`src/rtl/triangle_monitor_pkg.sv`:
```
// Shared types and constants for the triangle-wave monitor and its generator.
package triangle_pkg;

  typedef enum logic [1:0] {
    UNSYNC  = 2'd0,
    ACQUIRE = 2'd1,
    UP      = 2'd2,
    DOWN    = 2'd3
  } tri_mon_state_t;

  // Direction encoding, identical on the generator side.
  localparam logic DIR_UP   = 1'b1;
  localparam logic DIR_DOWN = 1'b0;

endpackage

```
`src/rtl/triangle_monitor_if.sv`:
```
// Sample stream in, tracking status out. The source side is the master.
interface triangle_monitor_if #(
  parameter int N  = 8,
  parameter int CW = 16
);
  logic          ena;
  logic [N-1:0]  sample;
  logic          locked;
  logic          direction;
  logic [N-1:0]  expected;
  logic          peak;
  logic          trough;
  logic          error;
  logic [CW-1:0] error_count;
  logic [CW-1:0] period_count;

  modport master (
    output ena, sample,
    input  locked, direction, expected, peak, trough, error, error_count, period_count
  );

  modport slave (
    input  ena, sample,
    output locked, direction, expected, peak, trough, error, error_count, period_count
  );
endinterface

```
`src/rtl/triangle_monitor_adder_n.sv`:
```
// Plain N-bit adder; callers pass b = +1 or all-ones to get increment or decrement.
module adder_n #(
  parameter int N = 8
) (
  input  logic [N-1:0] a,
  input  logic [N-1:0] b,
  input  logic         c_in,
  output logic [N-1:0] sum
);
  assign sum = a + b + N'(c_in);
endmodule

```
`src/rtl/triangle_monitor.sv`:
```
// Receive-side triangle-wave checker: locks onto phase/direction, predicts
// the next sample, and reports peaks, troughs, periods and mismatches.
module triangle_monitor
  import triangle_pkg::*;
#(
  parameter int N  = 8,
  parameter int CW = 16
) (
  input logic               clk,
  input logic               rst,
  triangle_monitor_if.slave bus
);

  localparam logic [N-1:0]  MAX    = '1;
  localparam logic [N-1:0]  ONE    = N'(1);
  localparam logic [N-1:0]  MAX_M1 = ~ONE;
  localparam logic [CW-1:0] CMAX   = '1;

  tri_mon_state_t state_q, state_d;
  logic [N-1:0]   last_q, last_d;
  logic           dir_q, dir_d;

  logic           locked_q, locked_d;
  logic [N-1:0]   expected_q, expected_d;
  logic           peak_q, peak_d;
  logic           trough_q, trough_d;
  logic           error_q, error_d;
  logic [CW-1:0]  err_cnt_q, err_cnt_d;
  logic [CW-1:0]  per_cnt_q, per_cnt_d;

  logic [N-1:0]   inc_sum, dec_sum, nxt_sum, nxt_b;
  logic [N-1:0]   pred, pred_next;
  logic           tracking, match;

  // last+1 and last-1 for acquisition and the current prediction
  adder_n #(.N(N)) u_inc (.a(last_q), .b(ONE), .c_in(1'b0), .sum(inc_sum));
  adder_n #(.N(N)) u_dec (.a(last_q), .b(MAX), .c_in(1'b0), .sum(dec_sum));
  // step from the post-update value, for the registered expected output
  adder_n #(.N(N)) u_nxt (.a(last_d), .b(nxt_b), .c_in(1'b0), .sum(nxt_sum));

  assign tracking = (state_q == UP) || (state_q == DOWN);

  // Endpoint-muxed prediction from the current state; never wraps.
  always_comb begin
    if (state_q == UP) pred = (last_q == MAX) ? MAX_M1 : inc_sum;
    else               pred = (last_q == '0)  ? ONE    : dec_sum;
    match = (bus.sample == pred);
  end

  // State register, last accepted sample and all registered outputs
  always_ff @(posedge clk) begin
    if (!rst) begin
      state_q    <= UNSYNC;
      last_q     <= '0;
      dir_q      <= DIR_UP;
      locked_q   <= 1'b0;
      expected_q <= '0;
      peak_q     <= 1'b0;
      trough_q   <= 1'b0;
      error_q    <= 1'b0;
      err_cnt_q  <= '0;
      per_cnt_q  <= '0;
    end else begin
      state_q    <= state_d;
      last_q     <= last_d;
      dir_q      <= dir_d;
      locked_q   <= locked_d;
      expected_q <= expected_d;
      peak_q     <= peak_d;
      trough_q   <= trough_d;
      error_q    <= error_d;
      err_cnt_q  <= err_cnt_d;
      per_cnt_q  <= per_cnt_d;
    end
  end

  // Next-state: acquisition, tracking, and direction flips at the endpoints
  always_comb begin
    state_d = state_q;
    dir_d   = dir_q;
    last_d  = bus.ena ? bus.sample : last_q;
    if (bus.ena) begin
      unique case (state_q)
        UNSYNC: state_d = ACQUIRE;
        ACQUIRE: begin
          if (last_q != MAX && bus.sample == inc_sum) begin
            state_d = UP;
            dir_d   = DIR_UP;
          end else if (last_q != '0 && bus.sample == dec_sum) begin
            state_d = DOWN;
            dir_d   = DIR_DOWN;
          end
        end
        default: begin
          if (!match) begin
            state_d = ACQUIRE;
          end else begin
            // endpoints force the turn; otherwise the step sign decides,
            // which also handles a lock made right at an endpoint
            if (bus.sample == MAX)         state_d = DOWN;
            else if (bus.sample == '0)     state_d = UP;
            else if (bus.sample > last_q)  state_d = UP;
            else                           state_d = DOWN;
            dir_d = (state_d == UP) ? DIR_UP : DIR_DOWN;
          end
        end
      endcase
    end
  end

  // Output next values: event pulses, saturating counters, next prediction
  always_comb begin
    peak_d    = 1'b0;
    trough_d  = 1'b0;
    error_d   = 1'b0;
    err_cnt_d = err_cnt_q;
    per_cnt_d = per_cnt_q;
    if (bus.ena && tracking) begin
      if (match) begin
        peak_d = (bus.sample == MAX);
        if (bus.sample == '0 && state_q == DOWN) begin
          trough_d = 1'b1;
          if (per_cnt_q != CMAX) per_cnt_d = per_cnt_q + CW'(1);
        end
      end else begin
        error_d = 1'b1;
        if (err_cnt_q != CMAX) err_cnt_d = err_cnt_q + CW'(1);
      end
    end
    locked_d = (state_d == UP) || (state_d == DOWN);
    nxt_b    = (state_d == UP) ? ONE : MAX;
    if (state_d == UP) pred_next = (last_d == MAX) ? MAX_M1 : nxt_sum;
    else               pred_next = (last_d == '0)  ? ONE    : nxt_sum;
    expected_d = locked_d ? pred_next : '0;
  end

  assign bus.locked       = locked_q;
  assign bus.direction    = dir_q;
  assign bus.expected     = expected_q;
  assign bus.peak         = peak_q;
  assign bus.trough       = trough_q;
  assign bus.error        = error_q;
  assign bus.error_count  = err_cnt_q;
  assign bus.period_count = per_cnt_q;

endmodule
```
`src/flat_wrapper.sv`:
```
// flat-port wrapper written by rule: the top's interface ports become plain ports
module triangle_monitor_flat import triangle_pkg::*;
#(
  parameter int N  = 8,
  parameter int CW = 16
)
  (clk, rst, bus_ena, bus_sample, bus_locked, bus_direction, bus_expected, bus_peak, bus_trough, bus_error, bus_error_count, bus_period_count);
  triangle_monitor_if #(.N(N), .CW(CW)) bus_i ();
  input logic clk;
  input logic rst;
  input wire logic [$bits(bus_i.ena)-1:0] bus_ena;
  input wire logic [$bits(bus_i.sample)-1:0] bus_sample;
  output wire logic [$bits(bus_i.locked)-1:0] bus_locked;
  output wire logic [$bits(bus_i.direction)-1:0] bus_direction;
  output wire logic [$bits(bus_i.expected)-1:0] bus_expected;
  output wire logic [$bits(bus_i.peak)-1:0] bus_peak;
  output wire logic [$bits(bus_i.trough)-1:0] bus_trough;
  output wire logic [$bits(bus_i.error)-1:0] bus_error;
  output wire logic [$bits(bus_i.error_count)-1:0] bus_error_count;
  output wire logic [$bits(bus_i.period_count)-1:0] bus_period_count;
  assign bus_i.ena = bus_ena;
  assign bus_i.sample = bus_sample;
  assign bus_locked = bus_i.locked;
  assign bus_direction = bus_i.direction;
  assign bus_expected = bus_i.expected;
  assign bus_peak = bus_i.peak;
  assign bus_trough = bus_i.trough;
  assign bus_error = bus_i.error;
  assign bus_error_count = bus_i.error_count;
  assign bus_period_count = bus_i.period_count;
  triangle_monitor #(.N(N), .CW(CW)) u_core (.clk(clk), .rst(rst), .bus(bus_i));
endmodule
```
`config.mk`:
```
export PLATFORM = sky130hd
export DESIGN_NAME = triangle_monitor_flat
export DESIGN_NICKNAME = d
export VERILOG_FILES = /design/src/rtl/triangle_monitor_pkg.sv /design/src/rtl/triangle_monitor_if.sv /design/src/rtl/triangle_monitor_adder_n.sv /design/src/rtl/triangle_monitor.sv /design/src/flat_wrapper.sv
export SDC_FILE = /design/constraint.sdc
export NUM_CORES = 1
export LEC_CHECK = 0
export ABC_AREA = 0
export BUFFER_PORTS_ARGS = -buffer_cell sky130_fd_sc_hd__buf_2
export CAP_MARGIN = 20
export CORE_AREA = 2 2 126 128
export CTS_BUF_LIST = sky130_fd_sc_hd__clkbuf_4 sky130_fd_sc_hd__clkbuf_8
export DETAILED_ROUTE_END_ITERATION = 8
export DIE_AREA = 0 0 128 130
export SYNTH_ARGS = -nofsm -noshare
export SYNTH_HDL_FRONTEND = slang
export SYNTH_HIERARCHICAL = 1
export SYNTH_SLANG_ARGS = --single-unit
export TNS_END_PERCENT = 1
```
`constraint.sdc`:
```
create_clock -name clk -period 6.2 [get_ports clk]
set_clock_uncertainty 0.2 [all_clocks]
set_input_delay 0 -clock clk [delete_from_list [all_inputs] [get_ports clk]]
set_output_delay 0 -clock clk [all_outputs]
set_load 0.02 [all_outputs]
```
==> impl_metrics.json, run 1 <==
{
  "die_w_um": 128,
  "syn_area_sq_mm": 0.00447,
  "rr_startpoint": "u_core/last_q[0]$_SDFF_PN0_",
  "synth-edff-count": 0,
  "antenna_left": 0,
  "clkTransAtPathRegs_ns": 0.10,
  "end_kind": "flip-flop",
  "syn_to_final_growth_pct": 14.3,
  "cts_tree": "yes",
  "critical_path_class": "flip-flop to flip-flop",
  "clkLatencyLatePin_ns": 0.31,
  "rrSetupSlack_ns": 0.67,
  "setup_violations": 0,
  "swShare_pct": 33.0,
  "pwr-share-clk_pct": 26.3,
  "worst_pin_slew_ns": 0.690,
  "intPower_uw": 568,
  "design_area_sq_mm": 0.00511,
  "place_congestion": 0.832,
  "whs_endpoint": "u_core/last_q[7]$_SDFF_PN0_",
  "via_count": 4307,
  "grt_pass1_vias": 3822,
  "crit_slowest_cell": "nor4_1",
  "setup_ws_ns": 0.672,
  "rows": 46,
  "worst_r2r_path_depth": 20,
  "p_comb_share_pct": 30.5,
  "wl_mm": 11.6,
  "cp_num_buf_inv": 1,
  "ys.flop_type": "dfxtp_1",
  "drt_iter0_markers": 342,
  "leakagePower_nw": 2.13,
  "ys_seq_elements": 55,
  "gr-total-overflow": 0,
  "hold_ws_ns": 0.0217,
  "cp.arrival_ns": 5.57,
  "synth_commonest_cells": "55 x dfxtp_1, 45 x nor2_1, 42 x a21oi_1",
  "place_area_sq_mm": 0.00496,
  "critPathRequiredTime_ns": 6.24,
  "syn_inst": 568,
  "grt_pass1_wl_mm": 19.2,
  "routedWlPerCell_um": 14.1,
  "cts_buffers": 5,
  "seq_power_share_pct": 43.2,
  "core_area_sq_mm": 0.0154,
  "track_usage_pct": 14.0,
  "cpPeakStageDelay_ns": 0.50,
  "maxCapViolCount": 0,
  "crit_path_cell_trace": "fa_1 -> inv_1 -> fa_1 -> nor2b_4 -> o31a_1 -> o311ai_1 -> nor2b_1 -> or4_1 -> nor4_1 -> o211a_1 -> or2_2 -> o21a_1 -> nand2_1 -> ha_1 -> nor2b_4 -> o31a_1 -> or4_1 -> nand3_1 -> nor2_1 -> nor2_1",
  "r2r-end": "u_core/bus.expected[6]$_SDFF_PN0_",
  "firstDrtPassIters": 6,
  "die_area_sq_mm": 0.0166,
  "cts_buffer_depth": 2,
  "finalHoldViolCount": 0,
  "cts_sinks": 55,
  "start_util_pct": 29.0,
  "hold_start": "bus_sample[7]",
  "yosysMostFrequentCell": "dfxtp_1",
  "worstHoldPathType": "input pin to flip-flop",
  "max-vdd-ir-drop_mv": 0.103,
  "crit_family": "simple AND/OR/NAND/NOR gates",
  "portBuffers": 55,
  "period_needed_ns": 5.53,
  "grt_max_degree": 35,
  "status": "completed",
  "syn_area_per_cell_sq_um": 7.88,
  "power_switching_uw": 280,
  "post-place-ws_ns": 0.750,
  "ys_warn_count": 6,
  "fp.dieH_um": 130,
  "synth_top_area_cell": "dfxtp_1",
  "fin_tns_setup_ns": 0,
  "place.detailed.hpwl_mm": 8.67,
  "path_depth": 20,
  "fmax_mhz": 181,
  "synth_cell_types": 66,
  "synthTopCellsByArea": "dfxtp_1 25%, ha_1 7.8%, a21oi_1 4.7%",
  "viasPerCell": 5.23,
  "slew_viol_final": 0,
  "h-tree-depth": 2,
  "relSlewSlack_pct": 53.2,
  "yosysSeqAreaShare_pct": 24.6,
  "ios": 56,
  "p_per_area_mw_per_mm2": 166,
  "finalCritPeriodShare_pct": 89.2,
  "n_antenna_cell": 0,
  "drive_gt1_share_pct": 12.7,
  "route.detailed.drc": 0,
  "ys_async_sr_fraction_pct": 0,
  "root_buffer": "clkbuf_8",
  "nets": 675,
  "critPathMaxFanout": 8,
  "cp-start-kind": "flip-flop",
  "hold_path_depth": 3,
  "synth_top_area_share_pct": 24.6,
  "antenna_found_initial": 0,
  "rsz0062_at_grt": "no"
}
## power by group through the flow
stage / Clock, mW / Sequential, mW / Combinational, mW
3_5_place_dp: 0 / 0.374 / 0.252
6_report: 0.223 / 0.366 / 0.259
2_1_floorplan: 0 / 0.370 / 0.205
4_1_cts: 0.232 / 0.366 / 0.254
5_1_grt: 0.250 / 0.367 / 0.291
3_3_place_gp: 0 / 0.374 / 0.251
## cell families (layout without fill, tap and decap cells)
logic type | Yosys count | in the layout | synth area share [%]
mux | 14 | 14 | 3.16
xor+xnor | 27 | 27 | 5.29
compound gates | 153 | 153 | 22.7
other cells | 2 | 22 | 0.168
buf+inv | 64 | 107 | 5.90
simple gates | 219 | 219 | 27.7
fa+ha+maj | 34 | 34 | 10.5
flops | 55 | 55 | 24.6
## placed cells by master (no fill, tap or decap), drive strengths merged, types with 10 or more instances in the layout
cell    synthesis  routed
buf             8      57
a21oi          42      42
or4            15      15
nand3          20      20
nand4          14      14
nor3           13      13
o21ai          32      32
mux2i          13      13
nor2b          21      21
o211ai         17      17
nand2          31      31
or3            14      14
dfxtp          55      55
o31ai          11      11
ha             28      28
inv            39      39
xnor2          20      20
nor2           46      46
conb            2      22
nand2b         11      11
and3           10      10
## flip-flops by register name, indices dropped and copies added, names as in the netlist
| signal | cells |
|---|---|
| u_core/bus.peak | 1 |
| u_core/bus.locked | 1 |
| u_core/bus.period_count | 16 |
| u_core/bus.trough | 1 |
| u_core/state_q | 2 |
| u_core/bus.error_count | 16 |
| u_core/bus.direction | 1 |
| u_core/bus.error | 1 |
| u_core/last_q | 8 |
| u_core/bus.expected | 8 |
## layout make-up
class | instances | area [sq um]
Clock buffer | 7 | 96.3
Clock inverter | 1 | 7.51
Fill cell | 1658 | 10300
Inverter | 40 | 150
Multi-Input combinational cell | 469 | 3190
Sequential cell | 55 | 1100
Tap cell | 192 | 240
Timing Repair Buffer | 59 | 330
## worst min-delay path, delay by kind of cell
kind,cells,cell delay (ns)
AND/OR/NAND/NOR,1,0.10
buffers and inverters,1,0.22
multiplexers,1,0.18
## worst max path at each step
| stage | start | to | slack [ns] |
|---|---|---|---|
| 2_1_floorplan | u_core/last_q[0]$_SDFF_PN0_ | u_core/bus.expected[6]$_SDFF_PN0_ | 1.25 |
| 3_3_place_gp | u_core/last_q[0]$_SDFF_PN0_ | u_core/bus.expected[6]$_SDFF_PN0_ | 0.88 |
| 3_5_place_dp | u_core/last_q[0]$_SDFF_PN0_ | u_core/bus.expected[6]$_SDFF_PN0_ | 0.75 |
| 4_1_cts | u_core/last_q[0]$_SDFF_PN0_ | u_core/bus.expected[6]$_SDFF_PN0_ | 0.71 |
| 5_1_grt | u_core/last_q[0]$_SDFF_PN0_ | u_core/bus.expected[6]$_SDFF_PN0_ | 0.34 |
| 6_report | u_core/last_q[0]$_SDFF_PN0_ | u_core/bus.expected[6]$_SDFF_PN0_ | 0.67 |
## per-stage QoR
step,cells,util [%],total power [mW]
2_1_floorplan,588,-,0.575
3_3_place_gp,812,32.2,0.625
3_5_place_dp,812,32.2,0.626
4_1_cts,822,33.0,0.852
5_1_grt,823,33.1,0.908
6_report,823,33.1,0.848
## metal layers
layer | global-route usage [%] | wire length (um) | vias to the layer above
met1 | 20.7 | 5890 | 2003
met2 | 21.7 | 5030 | 109
met3 | 2.42 | 580 | 14
met5 | 0 | 0 | -
met4 | 2.71 | 142 | 0
li1 | - | - | 2181
## repair_timing
item	CTS	global route
hold endpoints to repair	16	0
setup buffers	0	0
gates resized for setup	0	0
hold buffers	2	0
(Power assumes the default switching activity.)
==> run 2: changes to the inputs <==
--- a/config.mk
+++ b/config.mk
@@ -5,13 +5,13 @@
 export SDC_FILE = /design/constraint.sdc
 export NUM_CORES = 1
 export LEC_CHECK = 0
-export ABC_AREA = 0
+export ABC_AREA = 1
 export BUFFER_PORTS_ARGS = -buffer_cell sky130_fd_sc_hd__buf_2
 export CAP_MARGIN = 20
-export CORE_AREA = 2 2 126 128
+export CORE_AREA = 2 2 132 134
 export CTS_BUF_LIST = sky130_fd_sc_hd__clkbuf_4 sky130_fd_sc_hd__clkbuf_8
 export DETAILED_ROUTE_END_ITERATION = 8
-export DIE_AREA = 0 0 128 130
+export DIE_AREA = 0 0 134 136
 export SYNTH_ARGS = -nofsm -noshare
 export SYNTH_HDL_FRONTEND = slang
 export SYNTH_HIERARCHICAL = 1
==> run 2 against run 1 <==
Effect of this change: wire length up 4.9%; die area up 9.5%; worst hold slack better by 0.016 ns; worst setup slack better by 0.90 ns; sequential share of layout area down 2.0 points; clock power up 8%; power up 7.2%; first-iteration DRC count down 9.9%.
==> impl_metrics.json, run 2 <==
{
  "core_area_sq_mm": 0.0169,
  "slew_viol_final": 0,
  "gr-total-overflow": 0,
  "wl_mm": 12.2,
  "p_total_uw": 909,
  "startpoint": "u_core/last_q[0]$_SDFF_PN0_",
  "ios": 56,
  "rr_startpoint": "u_core/last_q[0]$_SDFF_PN0_",
  "critPathMaxFanout": 9,
  "synth_cell_types": 45,
  "crit_end": "u_core/bus.expected[7]$_SDFF_PN0_",
  "fmax_mhz": 216,
  "cts_buffers": 5,
  "track_usage_pct": 13.6,
  "post-cts-setup-buffers": 0,
  "worst_r2r_path_depth": 30,
  "maxCapViolCount": 0,
  "period_needed_ns": 4.63,
  "fin_cells": 1060,
  "grt_pass1_wl_mm": 20.5,
  "leakagePower_nw": 2.78,
  "grt_pass1_vias": 4257,
  "cp-start-kind": "flip-flop",
  "rows": 48,
  "nets": 880,
  "viasPerCell": 4.45,
  "start_util_pct": 29.3,
  "routedWlPerCell_um": 11.5,
  "die_w_um": 134,
  "cts_sinks": 55,
  "firstDrtPassIters": 5,
  "place.detailed.hpwl_mm": 9.40,
  "syn_area_sq_mm": 0.00495,
  "setup_violations": 0,
  "dp.cells": 1052,
  "cpPeakStageDelay_ns": 0.51,
  "syn_inst": 765,
  "critical_path_class": "flip-flop to flip-flop",
  "fp.dieH_um": 136,
  "ys.flop_type": "dfxtp_1",
  "syn_area_per_cell_sq_um": 6.47,
  "ctsResizeCount": 0,
  "synth_top_area_share_pct": 22.2,
  "ys_seq_elements": 55,
  "place_congestion": 0.826,
  "finalCritPeriodShare_pct": 74.7,
  "via_count": 4720,
  "clkLatencyLatePin_ns": 0.31,
  "cp.arrival_ns": 4.64,
  "portBuffers": 55,
  "worstHoldPathType": "input pin to flip-flop",
  "worst_pin_slew_ns": 0.683,
  "ys_async_sr_fraction_pct": 0,
  "setup_ws_ns": 1.57,
  "critPathRequiredTime_ns": 6.21,
  "fillerInstances": 1879,
  "h-tree-depth": 2,
  "yosysMostFrequentCell": "nand2_1",
  "die_area_sq_mm": 0.0182,
  "status": "completed",
  "antenna_found_initial": 0,
  "relSlewSlack_pct": 54.3,
  "synthTopCellsByArea": "dfxtp_1 22%, nand2_1 16%, inv_1 8.5%",
  "rsz0062_at_grt": "no",
  "end_kind": "flip-flop",
  "final_cell_mix": "211 x nand2_1, 112 x inv_1, 62 x nor2_1",
  "p_per_area_mw_per_mm2": 161,
  "fin_tns_setup_ns": 0,
  "root_buffer": "clkbuf_8",
  "r2r-end": "u_core/bus.expected[7]$_SDFF_PN0_",
  "yosysSeqAreaShare_pct": 22.2,
  "drive_gt1_share_pct": 14.1,
  "syn_to_final_growth_pct": 13.7,
  "post-place-ws_ns": 1.59,
  "route.detailed.drc": 0,
  "crit_slowest_cell": "dfxtp_1",
  "layout_commonest_cell": "nand2_1",
  "clkTransAtPathRegs_ns": 0.10,
  "ys_warn_count": 6,
  "cp_common_cell": "nand2_1",
  "drt_iter0_markers": 308,
  "antenna_left": 0,
  "synth_commonest_cells": "211 x nand2_1, 112 x inv_1, 62 x nor2_1",
  "cts_buffer_depth": 2,
  "rrSetupSlack_ns": 1.57,
  "finalHoldViolCount": 0,
  "n_antenna_cell": 0,
  "max-vdd-ir-drop_mv": 0.0982,
  "synth-edff-count": 0,
  "cts_tree": "yes",
  "synth_top_area_cell": "dfxtp_1",
  "grt_max_degree": 25
}
==> run 2: per-stage QoR <==
stage                     hold slack [ns]  cell area (sq um)  utilization, %
after floorplan                    0.0659               5030               -
after global placement              0.104               5520            32.7
after detailed placement           0.0986               5520            32.7
after CTS                          0.0237               5630            33.4
after global routing               0.0812               5630            33.4
final                              0.0380               5630            33.4
==> run 2: kinds of logic after synthesis <==
group / synth area share, %
other: 0.152
xor gates and xnor gates: 9.10
adders and majority gates: 9.50
and+or+nand+nor: 40.8
AOI/OAI and AO/OA: 7.63
DFF: 22.2
buffers and inverters: 10.6
==> run 2: worst min path at each step <==
stage                                         to     startpoint  cells past startpoint
6_report            u_core/state_q[0]$_SDFF_PN0_        bus_ena                      4
5_1_grt               u_core/bus.peak$_SDFF_PN0_  bus_sample[1]                      5
4_1_cts               u_core/bus.peak$_SDFF_PN0_  bus_sample[1]                      5
3_5_place_dp   u_core/bus.direction$_SDFFE_PN1P_            rst                      2
3_3_place_gp   u_core/bus.direction$_SDFFE_PN1P_            rst                      2
2_1_floorplan  u_core/bus.direction$_SDFFE_PN1P_            rst                      2
==> run 2: cell type report <==
| type | instances | area (sq um) | share of cell area [%] |
|---|---|---|---|
| Clock inverter | 2 | 37.5 | 0.667 |
| Sequential cell | 55 | 1100 | 19.6 |
| Inverter | 118 | 443 | 7.86 |
| Multi-Input combinational cell | 597 | 3400 | 60.4 |
| Tap cell | 225 | 282 | 5.00 |
| Clock buffer | 5 | 68.8 | 1.22 |
| Timing Repair Buffer | 58 | 300 | 5.33 |
==> run 2: worst max-delay path, delay by kind of cell, from the launching register on <==
kind	cells	cell delay [ns]
simple gates	18	1.67
fa+ha+maj	3	1.06
buf+inv	6	0.53
flops	1	0.51
compound gates	2	0.37
xor+xnor	1	0.18
==> run 2: report_power, final <==
group	internal (mW)	switching [mW]	leakage, nW
combinational	0.118	0.184	2.29
sequential	0.357	0.0103	0.445
clock	0.118	0.121	0.0502
==> run 2: what timing repair did <==
item | 4_1_cts | 5_1_grt
endpoints found under the setup margin | 0 | 0
endpoints found under the hold margin | 9 | 0
hold buffers | 1 | 0
==> run 2: metal layers <==
metal  up-vias  share of wire [%]  track usage (%)
li1       2544                  -                -
met4         0                1.2             2.13
met5         -                  0                0
met1      2105                 49             18.9
met2        61                 47             22.7
met3        10                2.9             1.98
==> run 3: changes to the inputs <==
==> constraint.sdc (replaced) <==
create_clock -name clk -period 3.87 [get_ports clk]
set_clock_uncertainty 0.2 [all_clocks]
set_input_delay 0 -clock clk [delete_from_list [all_inputs] [get_ports clk]]
set_output_delay 0 -clock clk [all_outputs]
set_load 0.02 [all_outputs]
==> run 3 against run 2 <==
Effect of this change: the run now ends with negative setup slack left; worst setup slack lost 1.7 ns; die area is the same; flip-flop and latch count is the same; largest power group is now combinational cells; sequential share of layout area shrank 1.7 points; sequential power grew 59%; power grew 67%.
==> impl_metrics.json, run 3 (same netlist as run 2, synthesis figures left out) <==
{
  "die_w_um": 134,
  "cpPeakStageDelay_ns": 0.38,
  "end_kind": "flip-flop",
  "via_count": 5065,
  "core_area_sq_mm": 0.0169,
  "start_util_pct": 29.3,
  "cp.arrival_ns": 4.08,
  "fmax_mhz": 247,
  "cts_buffers": 5,
  "drive_gt1_share_pct": 23.8,
  "route.detailed.drc": 0,
  "clkTransAtPathRegs_ns": 0.11,
  "setup_violations": 5,
  "grt-busiest-layer": "met2",
  "place.detailed.hpwl_mm": 10.2,
  "r2r-end": "u_core/bus.expected[6]$_SDFF_PN0_",
  "dp.cells": 1095,
  "viasPerCell": 4.55,
  "relSlewSlack_pct": 58.8,
  "cts_tree": "yes",
  "ios": 56,
  "crit_end": "u_core/bus.expected[6]$_SDFF_PN0_",
  "root_buffer": "clkbuf_8",
  "max-vdd-ir-drop_mv": 0.126,
  "wl_mm": 13.2,
  "p_total_mw": 1.52,
  "syn_to_final_growth_pct": 25.5,
  "critical_path_class": "flip-flop to flip-flop",
  "cp_common_cell": "nand2_1",
  "fin_util_pct": 36.8,
  "period_needed_ns": 4.05,
  "clkLatencyLatePin_ns": 0.33,
  "grt_use_met1_pct": 19.0,
  "maxCapViolCount": 0,
  "violations": "negative setup slack",
  "drt_iter0_markers": 278,
  "finalCritPeriodShare_pct": 105,
  "final_cell_mix": "201 x nand2_1, 106 x inv_1, 58 x nor2_1",
  "fin_tns_setup_ns": -0.773,
  "met2_usage_pct": 24.8,
  "critPathMaxFanout": 3,
  "use_met3_pct": 1.75,
  "cp-start-kind": "flip-flop",
  "grt_pass1_wl_mm": 21.4,
  "worstHoldPathType": "input pin to flip-flop",
  "portBuffers": 55,
  "final-seq-area_sq_mm": 0.00111,
  "rows": 48,
  "cts_buffer_depth": 2,
  "routedWlPerCell_um": 11.9,
  "layout_commonest_cell": "nand2_1",
  "die_area_sq_mm": 0.0182,
  "rsz0062_at_grt": "yes",
  "multi_input_area_sq_mm": 0.00358,
  "finalHoldViolCount": 0,
  "crit_slowest_cell": "dfxtp_4",
  "n_antenna_cell": 0,
  "track_usage_pct": 14.3,
  "fin_cells": 1114,
  "nets": 933,
  "cts_sinks": 55,
  "antenna_found_initial": 0,
  "rrSetupSlack_ns": -0.18,
  "rr_startpoint": "u_core/last_q[0]$_SDFF_PN0_",
  "h-tree-depth": 2,
  "worst_pin_slew_ns": 0.610,
  "hold_ws_ns": 0.0283,
  "startpoint": "u_core/last_q[0]$_SDFF_PN0_",
  "worst_r2r_path_depth": 32,
  "leakagePower_nw": 3.07,
  "gr-total-overflow": 0,
  "place_congestion": 0.868,
  "fp.dieH_um": 136,
  "firstDrtPassIters": 4,
  "antenna_left": 0,
  "fillerInstances": 1810,
  "grt_pass1_vias": 4419,
  "p_per_area_mw_per_mm2": 245,
  "slew_viol_final": 0,
  "grt_max_degree": 29,
  "critPathRequiredTime_ns": 3.91,
  "status": "complete, but fails checks",
  "setup_ws_ns": -0.177
}
## run 3: changes by cell type in the layout (fill, tap and decap cells not counted), moves of 4 or more
| cell | change |
|---|---|
| buf_4 | +50 |
| inv_1 | -6 |
| nor2_1 | -4 |
| ha_4 | +5 |
| inv_2 | +5 |
| ha_1 | -5 |
| nand2_2 | +9 |
| nand2_1 | -10 |
| fa_1 | -5 |
| fa_2 | +5 |
## run 3: metrics by stage
stage          area, sq um  worst slack, ns
2_1_floorplan         5130          0.00120
3_3_place_gp          5940           -0.186
3_5_place_dp          5940           -0.226
4_1_cts               6130           -0.165
5_1_grt               6210           -0.443
6_report              6210           -0.177
## run 3: where the power goes
group	switching [mW]	internal [mW]	total, mW	leakage, nW
logic	0.337	0.254	0.591	2.57
registers	0.0123	0.572	0.585	0.447
clock network	0.215	0.131	0.346	0.0486
## run 3: layout make-up
class,instances,share of cell area [%]
well taps,225,4.53
clock inverters,3,0.383
multi-input cells,597,57.6
clock buffers,5,1.11
repair buffers,111,11.4
inverters,118,7.19
flip-flops and latches,55,17.9
## run 3: worst min path at each step
stage / depth (start not counted) / startpoint / to
floorplan: 2 / rst / u_core/bus.direction$_SDFFE_PN1P_
global placement: 2 / rst / u_core/bus.direction$_SDFFE_PN1P_
detailed placement: 2 / rst / u_core/bus.direction$_SDFFE_PN1P_
CTS: 5 / bus_sample[0] / u_core/bus.peak$_SDFF_PN0_
global route: 5 / bus_sample[0] / u_core/last_q[0]$_SDFF_PN0_
finish: 5 / bus_sample[0] / u_core/bus.peak$_SDFF_PN0_
## run 3: worst max-delay path: cells and delay by family (launching register included)
family                   cells  cell delay (ns)
AND/OR/NAND/NOR             21             1.86
adder cells (fa/ha/maj)      3             0.77
buffers and inverters        6             0.50
flip-flops                   1             0.38
XOR/XNOR                     1             0.15
AO/OA/AOI/OAI                1             0.09
## run 3: what timing repair did
item / 4_1_cts / 5_1_grt
hold buffers: 3 / 0
setup buffers: 7 / 1
resized for setup: 5 / 25
setup endpoints to repair: 7 / 11
pin swaps: 1 / 8
endpoints found under the hold margin: 10 / 0
## run 3: routing by layer
layer,share of wire [%],vias to the layer above
li1,-,2650
met1,48,2309
met2,48,91
met3,3.5,15
met4,1.2,0
met5,0,-
